--- src/rtl/laser_fire_ctrl_pkg.sv ---
// Shared definitions for the laser trigger controller.
//   state_e            : FSM state encoding (2-bit)
//   CntWidth / cnt_t   : width and type of the phase and debounce counters
//   LaserDriverTimeout : laser driver on-time limit; a shot must be shorter than this
package laser_fire_ctrl_pkg;

  localparam int unsigned CntWidth           = 32;
  localparam int unsigned LaserDriverTimeout = 150000000;

  typedef logic [CntWidth-1:0] cnt_t;

  typedef enum logic [1:0] {
    StIdle     = 2'd0,
    StFire     = 2'd1,
    StCooldown = 2'd2,
    StReload   = 2'd3
  } state_e;

endpackage

--- src/rtl/laser_fire_ctrl_button_debounce.sv ---
// button_debounce: 2-flop synchronizer followed by a stability counter.
//   clock, resetn : clock and asynchronous active-low reset
//   button        : raw button, asynchronous to clock, 1 = pressed
//   level         : debounced level, changes after DEBOUNCE_CYCLES equal samples
//   press         : single-cycle pulse on a debounced 0->1 transition
module button_debounce #(
  parameter int unsigned DEBOUNCE_CYCLES = 500000
) (
  input  logic clock,
  input  logic resetn,
  input  logic button,
  output logic level,
  output logic press
);
  import laser_fire_ctrl_pkg::*;

  if (DEBOUNCE_CYCLES == 0) begin : g_deb_chk
    $error("DEBOUNCE_CYCLES must be at least 1");
  end

  localparam cnt_t DebLast = cnt_t'(DEBOUNCE_CYCLES - 1);

  logic sync1_q, sync2_q;
  logic level_q, level_d;
  logic press_q, press_d;
  cnt_t cnt_q, cnt_d;

  // Counter runs only while the synchronized sample disagrees with the accepted
  // level; any agreeing sample restarts the stability window.
  always_comb begin
    cnt_d   = '0;
    level_d = level_q;
    press_d = 1'b0;
    if (sync2_q != level_q) begin
      if (cnt_q == DebLast) begin
        level_d = sync2_q;
        press_d = sync2_q;
      end else begin
        cnt_d = cnt_q + cnt_t'(1);
      end
    end
  end

  always_ff @(posedge clock or negedge resetn) begin
    if (!resetn) begin
      sync1_q <= 1'b0;
      sync2_q <= 1'b0;
      level_q <= 1'b0;
      press_q <= 1'b0;
      cnt_q   <= '0;
    end else begin
      sync1_q <= button;
      sync2_q <= sync1_q;
      level_q <= level_d;
      press_q <= press_d;
      cnt_q   <= cnt_d;
    end
  end

  assign level = level_q;
  assign press = press_q;

endmodule

--- src/rtl/laser_fire_ctrl.sv ---
// laser_fire_ctrl: debounces trigger/reload buttons, meters shots against an ammo
// count and drives the active-low laser enable with a fixed burst plus cooldown.
//   clock, resetn : clock and asynchronous active-low reset
//   trigger       : raw trigger button (1 = pressed)
//   reload        : raw reload button (1 = pressed)
//   fire_n        : laser enable to driver, 0 = on (low exactly while firing)
//   ammo          : remaining shots
//   busy          : 1 while firing, cooling down or reloading
//   empty         : 1 when ammo is 0
// Build option: define LASER_FIRE_AUTO_EN for auto-fire while the trigger is held.
module laser_fire_ctrl #(
  parameter int unsigned DEBOUNCE_CYCLES = 500000,
  parameter int unsigned SHOT_CYCLES     = 25000000,
  parameter int unsigned COOLDOWN_CYCLES = 50000000,
  parameter int unsigned RELOAD_CYCLES   = 100000000,
  parameter int unsigned AMMO_MAX        = 8
) (
  input  logic       clock,
  input  logic       resetn,
  input  logic       trigger,
  input  logic       reload,
  output logic       fire_n,
  output logic [3:0] ammo,
  output logic       busy,
  output logic       empty
);
  import laser_fire_ctrl_pkg::*;

  if (SHOT_CYCLES == 0 || SHOT_CYCLES >= LaserDriverTimeout) begin : g_shot_chk
    $error("SHOT_CYCLES must be 1..LaserDriverTimeout-1");
  end
  if (COOLDOWN_CYCLES == 0 || RELOAD_CYCLES == 0) begin : g_phase_chk
    $error("COOLDOWN_CYCLES and RELOAD_CYCLES must be at least 1");
  end
  if (AMMO_MAX == 0 || AMMO_MAX > 15) begin : g_ammo_chk
    $error("AMMO_MAX must be 1..15");
  end

  localparam cnt_t       ShotLast   = cnt_t'(SHOT_CYCLES - 1);
  localparam cnt_t       CoolLast   = cnt_t'(COOLDOWN_CYCLES - 1);
  localparam cnt_t       ReloadLast = cnt_t'(RELOAD_CYCLES - 1);
  localparam logic [3:0] AmmoFull   = 4'(AMMO_MAX);

  logic trig_level, trig_press;
  logic reload_level, reload_press;
  logic unused_level;

  button_debounce #(
    .DEBOUNCE_CYCLES(DEBOUNCE_CYCLES)
  ) u_trig_deb (
    .clock (clock),
    .resetn(resetn),
    .button(trigger),
    .level (trig_level),
    .press (trig_press)
  );

  button_debounce #(
    .DEBOUNCE_CYCLES(DEBOUNCE_CYCLES)
  ) u_reload_deb (
    .clock (clock),
    .resetn(resetn),
    .button(reload),
    .level (reload_level),
    .press (reload_press)
  );

  // Reload level is never needed; trigger level only feeds auto-fire.
  assign unused_level = ^{trig_level, reload_level};

  state_e     state_q, state_d;
  cnt_t       phase_q, phase_d;
  logic [3:0] ammo_q, ammo_d;
  logic       fire_n_q, fire_n_d;
  logic       busy_q, busy_d;
  logic       empty_q, empty_d;

  // State register, plus the registered outputs and phase counter.
  always_ff @(posedge clock or negedge resetn) begin
    if (!resetn) begin
      state_q  <= StIdle;
      phase_q  <= '0;
      ammo_q   <= AmmoFull;
      fire_n_q <= 1'b1;
      busy_q   <= 1'b0;
      empty_q  <= 1'b0;
    end else begin
      state_q  <= state_d;
      phase_q  <= phase_d;
      ammo_q   <= ammo_d;
      fire_n_q <= fire_n_d;
      busy_q   <= busy_d;
      empty_q  <= empty_d;
    end
  end

  // Next state. Press events outside IDLE are simply not looked at.
  always_comb begin
    state_d = state_q;
    unique case (state_q)
      StIdle: begin
        // Trigger wins over a simultaneous reload press.
        if (trig_press && ammo_q != '0) begin
          state_d = StFire;
        end else if (reload_press) begin
          state_d = StReload;
        end
      end
      StFire: begin
        if (phase_q == ShotLast) state_d = StCooldown;
      end
      StCooldown: begin
        if (phase_q == CoolLast) begin
`ifdef LASER_FIRE_AUTO_EN
          if (trig_level && ammo_q != '0) state_d = StFire;
          else state_d = StIdle;
`else
          state_d = StIdle;
`endif
        end
      end
      StReload: begin
        if (phase_q == ReloadLast) state_d = StIdle;
      end
      default: state_d = StIdle;
    endcase
  end

  // Outputs are computed from the upcoming state so that, once registered, they
  // line up with the state and ammo of the same cycle.
  always_comb begin
    phase_d = phase_q + cnt_t'(1);
    if (state_d != state_q || state_q == StIdle) phase_d = '0;

    ammo_d = ammo_q;
    if (state_d == StFire && state_q != StFire) begin
      ammo_d = ammo_q - 4'd1;
    end else if (state_q == StReload && state_d == StIdle) begin
      ammo_d = AmmoFull;
    end

    fire_n_d = (state_d != StFire);
    busy_d   = (state_d != StIdle);
    empty_d  = (ammo_d == 4'd0);
  end

  assign fire_n = fire_n_q;
  assign ammo   = ammo_q;
  assign busy   = busy_q;
  assign empty  = empty_q;

endmodule
--- config.mk ---
export PLATFORM = sky130hd
export DESIGN_NAME = laser_fire_ctrl
export DESIGN_NICKNAME = d
export VERILOG_FILES = /design/src/rtl/laser_fire_ctrl_pkg.sv /design/src/rtl/laser_fire_ctrl_button_debounce.sv /design/src/rtl/laser_fire_ctrl.sv
export SDC_FILE = /design/constraint.sdc
export NUM_CORES = 1
export LEC_CHECK = 0
export CELL_PAD_IN_SITES_DETAIL_PLACEMENT = 0
export CELL_PAD_IN_SITES_GLOBAL_PLACEMENT = 1
export CORE_MARGIN = 4
export CORE_UTILIZATION = 25
export DETAILED_ROUTE_END_ITERATION = 6
export GPL_TIMING_DRIVEN = 0
export PLACE_DENSITY = 0.53
export SLEW_MARGIN = 5
export SYNTH_ARGS = -nofsm -noshare
export SYNTH_HDL_FRONTEND = slang
export SYNTH_HIERARCHICAL = 1
export SYNTH_SLANG_ARGS = --single-unit
--- constraint.sdc ---
create_clock -name clock -period 2.5 [get_ports clock]
set_clock_uncertainty 0.2 [all_clocks]
set_input_delay 0.75 -clock clock [delete_from_list [all_inputs] [get_ports clock]]
set_output_delay 0.75 -clock clock [all_outputs]
set_load 0.01 [all_outputs]
---- Yosys cells after proc, flatten, opt, wreduce, memory -nomap -nowiden ----
Index checks and enable logic that the tools add are counted.
word-level totals
  bits in registers ....................... 113
  input port bits ......................... 4
  output and inout bits ................... 7
operators by class
  add/subtract/negate cells ............... 4
  equality and inequality tests ........... 14
  muxes and demuxes ....................... 17
  reductions and logical operators ........ 11
operators with widths
  kind                   count
  $mux 32                5
  $add 32x1->32 const B  3
  $eq 32x19->1 const B   2
  $eq 32x25->1 const B   1
  $eq 32x26->1 const B   1
  $eq 32x27->1 const B   1
  $mux 2                 5
  $mux 4                 2
  $pmux 2 s4             1
  $eq 2x1->1 const B     2
  $eq 2x2->1 const B     2
  $logic_not 2->1        2
  $logic_not 4->1        1
  $mux 1                 4
  $ne 2x1->1 const B     2
  $reduce_and 2->1       2
  $reduce_bool 4->1      1
  $sub 4x1->4 const B    1
  $logic_and 1x1->1      3
  $ne 1x1->1             2
  $ne 2x2->1             1
  $reduce_bool 2->1      1
  $logic_or 1x1->1       1

---- Longest topological paths before layout ----
  word-level depth ........................ 9
  depth in mapped cells ................... 8
  depth with buffers taken out ............ 7

---- Cells and area by module ----
Netlist, hierarchy kept.
by module, submodules not included
  module           times used  area each (µm²)  cells each
  button_debounce  2           1935.6           203
  laser_fire_ctrl  1           2198.4           227

---- Worst setup path after synthesis ----
Ideal clock, no wire load.
  kind .................................... register to register
  start ................................... reg phase_q[29]
  end ..................................... reg phase_q[20]
  path buffers ............................ 1
  required time ........................... 2.181 ns
  setup slack ............................. 0.276 ns
  arrival time ............................ 1.905 ns
  stages on the path, launching flop included .. 7
  cell sequence ........................... dfrtp_1 or4_4 or2_4 o32a_1 o21bai_4 buf_6 nor2_1
on the way
  cells in the longest elaborated chain, start to end .. 6
  elaborated cells on any way between the ends .. 10
ends and longest elaborated chain
  item                                        RTL line                                                                RTL
  start: declaration                          laser_fire_ctrl.sv:72                                                   cnt_t phase_q, phase_d;
  start signal: assignment                    laser_fire_ctrl.sv:89                                                   phase_q <= phase_d;
  $eq 32x27->1, or another cell as far along  laser_fire_ctrl.sv:123                                                  if (phase_q == ReloadLast) state_d = StIdle;
  $mux 2, on equally long branches            laser_fire_ctrl.sv:123, laser_fire_ctrl.sv:110, laser_fire_ctrl.sv:113
  $pmux 2 s4 (*)                              laser_fire_ctrl.sv:100                                                  unique case (state_q)
  $ne 2x2->1 (*)                              laser_fire_ctrl.sv:133                                                  if (state_d != state_q || state_q == StIdle) phase_d = '0;
  $logic_or 1x1->1 (*)                        laser_fire_ctrl.sv:133
  $mux 32 (*)                                 laser_fire_ctrl.sv:133
  named net phase_d[20]                       laser_fire_ctrl.sv:72
The timed path passes the listed nets; every way through them passes the cells marked *.
A chain may end at the register's enable or synchronous reset.

---- Worst setup path in the final report ----
  start ................................... reg fire_n_q, in the netlist fire_n
  end ..................................... out fire_n
RTL lines
  item                      RTL line               RTL
  start: declaration        laser_fire_ctrl.sv:74  logic fire_n_q, fire_n_d;
  start signal: assignment  laser_fire_ctrl.sv:91  fire_n_q <= fire_n_d;
  end: declaration          laser_fire_ctrl.sv:22  output logic fire_n,
No word-level cell between the ends.

==> flow_metrics.env <==
export IMPL_holdWs_ns=0.00431
export IMPL_fin_crit_sh_pct=96.1
export IMPL_synth_main_ff_cell="dfrtp_1"
export IMPL_rsz0062_at_grt="false"
export IMPL_slew_headroom_pct=51.7
export IMPL_clock_latency_ns=0.42
export IMPL_nFillCells=2502
export IMPL_rows=56
export IMPL_drive_gt1_share_pct=10.1
export IMPL_status="finished, final reports clean"
export IMPL_wl_per_cell_um=15.3
export IMPL_ioPinCount=11
export IMPL_p_per_area_nw_per_um2=606
export IMPL_path_delay_family="buffers and inverters"
export IMPL_fmax_mhz=416
export IMPL_synth_avg_cell_area_sq_um=9.59
export IMPL_critPathKind="reg -> out"
export IMPL_worst_ep_arrival_time_ns=1.45
export IMPL_viasPerCell=5.00
export IMPL_synth_cell_type_count=53
export IMPL_synth_top_cell_by_area="dfrtp_1"
export IMPL_gp_congestion=0.843
export IMPL_clkSinkCount=113
export IMPL_crit_buf_inv=1
export IMPL_cp_cell_sequence="clkdlybuf4s50_1"
export IMPL_grt_pass1_wl_um=25700
export IMPL_ys_async_sr_fraction_pct=100
export IMPL_grt_usage_pct=12.0
export IMPL_cts_root_buf="clkbuf_16"
export IMPL_final_nets=670
export IMPL_multi_input_area_sq_um=3090
export IMPL_synth_top_area_share_pct=45.8
export IMPL_grt_pass1_vias=4936
export IMPL_routed_wl_um=15200
export IMPL_initial_utilization_pct=25.6
export IMPL_cts_tree="built"
export IMPL_finalHoldViolCount=0
export IMPL_start_kind="flip-flop"
export IMPL_ir_worst_vdd_mv=0.363
export IMPL_cts_hold_buffers=0
export IMPL_synth_edf_count=0
export IMPL_synth_fp_nets=641
export IMPL_ys_warn_count=6
export IMPL_path_max_fanout=1
export IMPL_drc_errors=0
export IMPL_die_area_sq_um=26800
export IMPL_grt_max_degree=86
export IMPL_via_count=4968
export IMPL_min_period_ns=2.40
export IMPL_crit_path_max_incr_delay_ns=0.53
export IMPL_cts_buffers=17
export IMPL_synth_seq_cells=113
export IMPL_drv_cap=0
export IMPL_final_util_pct=30.5
export IMPL_htreeDepth=4
export IMPL_setup_viol=0
export IMPL_clock_path_buffers=2
export IMPL_hp_class="in -> async"
export IMPL_ys_top_cells_by_area="dfrtp_1 (46%), xor2_1 (6.8%), nor2_1 (5.0%)"
export IMPL_layout_setup_ws_ns=0.0978
export IMPL_die_w_um=164
export IMPL_yosysSeqAreaShare_pct=46.6
export IMPL_drtIter0Drc=337
export IMPL_io_buffers=10
export IMPL_regArea_sq_um=2830
export IMPL_area_delta_synth_final_pct=18.8
export IMPL_synth_cells=633
export IMPL_netlist_area_sq_um=6070
export IMPL_grt_antenna_before_repair=0
export IMPL_p_leak_uw=0.00281
export IMPL_cpMaxStageDelayCell="clkdlybuf4s50_1"
export IMPL_ant_nets=0
export IMPL_die_y_um=164
export IMPL_clk_pin_slew_ns=0.06
export IMPL_num_antenna_cells=0
export IMPL_post_cts_buffers=0
export IMPL_worstMarginPinSlew_ns=0.719
export IMPL_worstPathRequired_ns=1.55
export IMPL_slew_violations=0
export IMPL_endpoint_kind="output port"
export IMPL_dp_hpwl_um=10300
export IMPL_dr_pass1_iters=5
export IMPL_core_sq_um=23700
export IMPL_overflow=0
export IMPL_place_ws_ns=-0.129
## repair_timing
item                       in CTS  in global routing
setup endpoints to repair       9                 27
pin swaps                       0                  1
resized for setup               2                  4
## layer usage
metal  GRT usage, %  part of all wire, %
met1           16.3                   49
met2           18.6                   45
met3           2.71                  3.6
met4           4.61                  1.7
met5              0                    0
## cell usage in the layout, fill, tap and decap left out, types with 18 or more instances in the layout
master / netlist / final
dfrtp_1: 111 / 110
nor2_1: 81 / 81
xor2_1: 47 / 47
nand3_1: 43 / 43
nand2_1: 39 / 39
nand4_1: 36 / 36
a21oi_1: 35 / 35
or4_1: 23 / 23
o31ai_1: 22 / 22
nor4_1: 20 / 18
## per-stage QoR
step                cell area [sq um]  setup TNS (ns)  total power (uW)  std cells
global placement                 6570         -470.48              1970        962
detailed placement               6600          -0.903              1980        963
floorplan                        6070               0              1910        633
finish                           7210               0              4370        994
global route                     7210               0              4540        994
CTS                              7200               0              4450        995
## Yosys cell counts, drive strengths merged, types with 2 or more instances
library cell	instances
dfrtp	111
nor2	81
xor2	47
nand3	43
nand2	39
nand4	38
a21oi	35
or4	24
nor4	23
o31ai	22
o21ai	18
and3	17
buf	16
and4	14
or3	12
xnor2	12
and2	11
inv	11
nor4b	10
clkbuf	9
mux2i	5
ha	4
nor3	4
nor3b	3
nor4bb	3
and4b	2
dfstp	2
mux2	2
## kinds of logic (layout without fill, tap and decap cells)
| logic type | after synthesis | count (layout) | share of synthesized area (%) |
|---|---|---|---|
| AOI/OAI and AO/OA | 83 | 83 | 8.33 |
| adders and majority gates | 4 | 4 | 0.825 |
| buffers and inverters | 36 | 78 | 3.03 |
| muxes | 7 | 7 | 1.20 |
| and+or+nand+nor | 331 | 331 | 31.5 |
| xor gates and xnor gates | 59 | 59 | 8.51 |
| DFF | 113 | 113 | 46.6 |
## flip-flops by register name, summed over array words and instances (netlist names)
signal and flops:
u_reload_deb/press 1, fire_n 1, ammo 4, busy 1, u_reload_deb/sync1_q 1, empty 1, phase_q 32, u_reload_deb/cnt_q 32
u_trig_deb/press 1, u_trig_deb/sync2_q 1, u_reload_deb/sync2_q 1, u_reload_deb/level 1, u_trig_deb/cnt_q 32, u_trig_deb/level 1, state_q 2, u_trig_deb/sync1_q 1
## area by class of cell
cell class	count	share of cell area [%]
Sequential cell	113	39.3
Tap cell	319	5.53
Timing Repair Buffer	11	1.82
Inverter	11	0.572
Multi-Input combinational cell	484	42.8
Buffer	24	1.93
Clock inverter	9	1.49
Clock buffer	23	6.63
## final timing paths
path	slack [ns]	cells after the start	startpoint	end
min	0.004	1	resetn	u_trig_deb/cnt_q[25]$_DFF_PN0_
max reg2reg	0.11	6	phase_q[29]$_DFF_PN0_	phase_q[13]$_DFF_PN0_
max in group asynchronous	1.33	2	resetn	phase_q[5]$_DFF_PN0_
max	0.1	1	fire_n$_DFF_PN1_	fire_n
min reg2reg	0.15	0	u_reload_deb/sync1_q$_DFF_PN0_	u_reload_deb/sync2_q$_DFF_PN0_
min in group clock	0.15	0	u_reload_deb/sync1_q$_DFF_PN0_	u_reload_deb/sync2_q$_DFF_PN0_
## worst reg2reg max path, delay by kind of cell, from the launching register on
family	cells	cell delay, ns
simple gates	3	0.93
compound gates	2	0.57
buf+inv	1	0.17
flops	1	0.41
## power by group
group | internal (uW) | leakage, uW | switching, uW
registers | 1840 | 0.00155 | 12.3
logic | 22.6 | 0.000979 | 65.5
clock network | 1540 | 0.000283 | 888
Power figures use the tool's default switching activity.
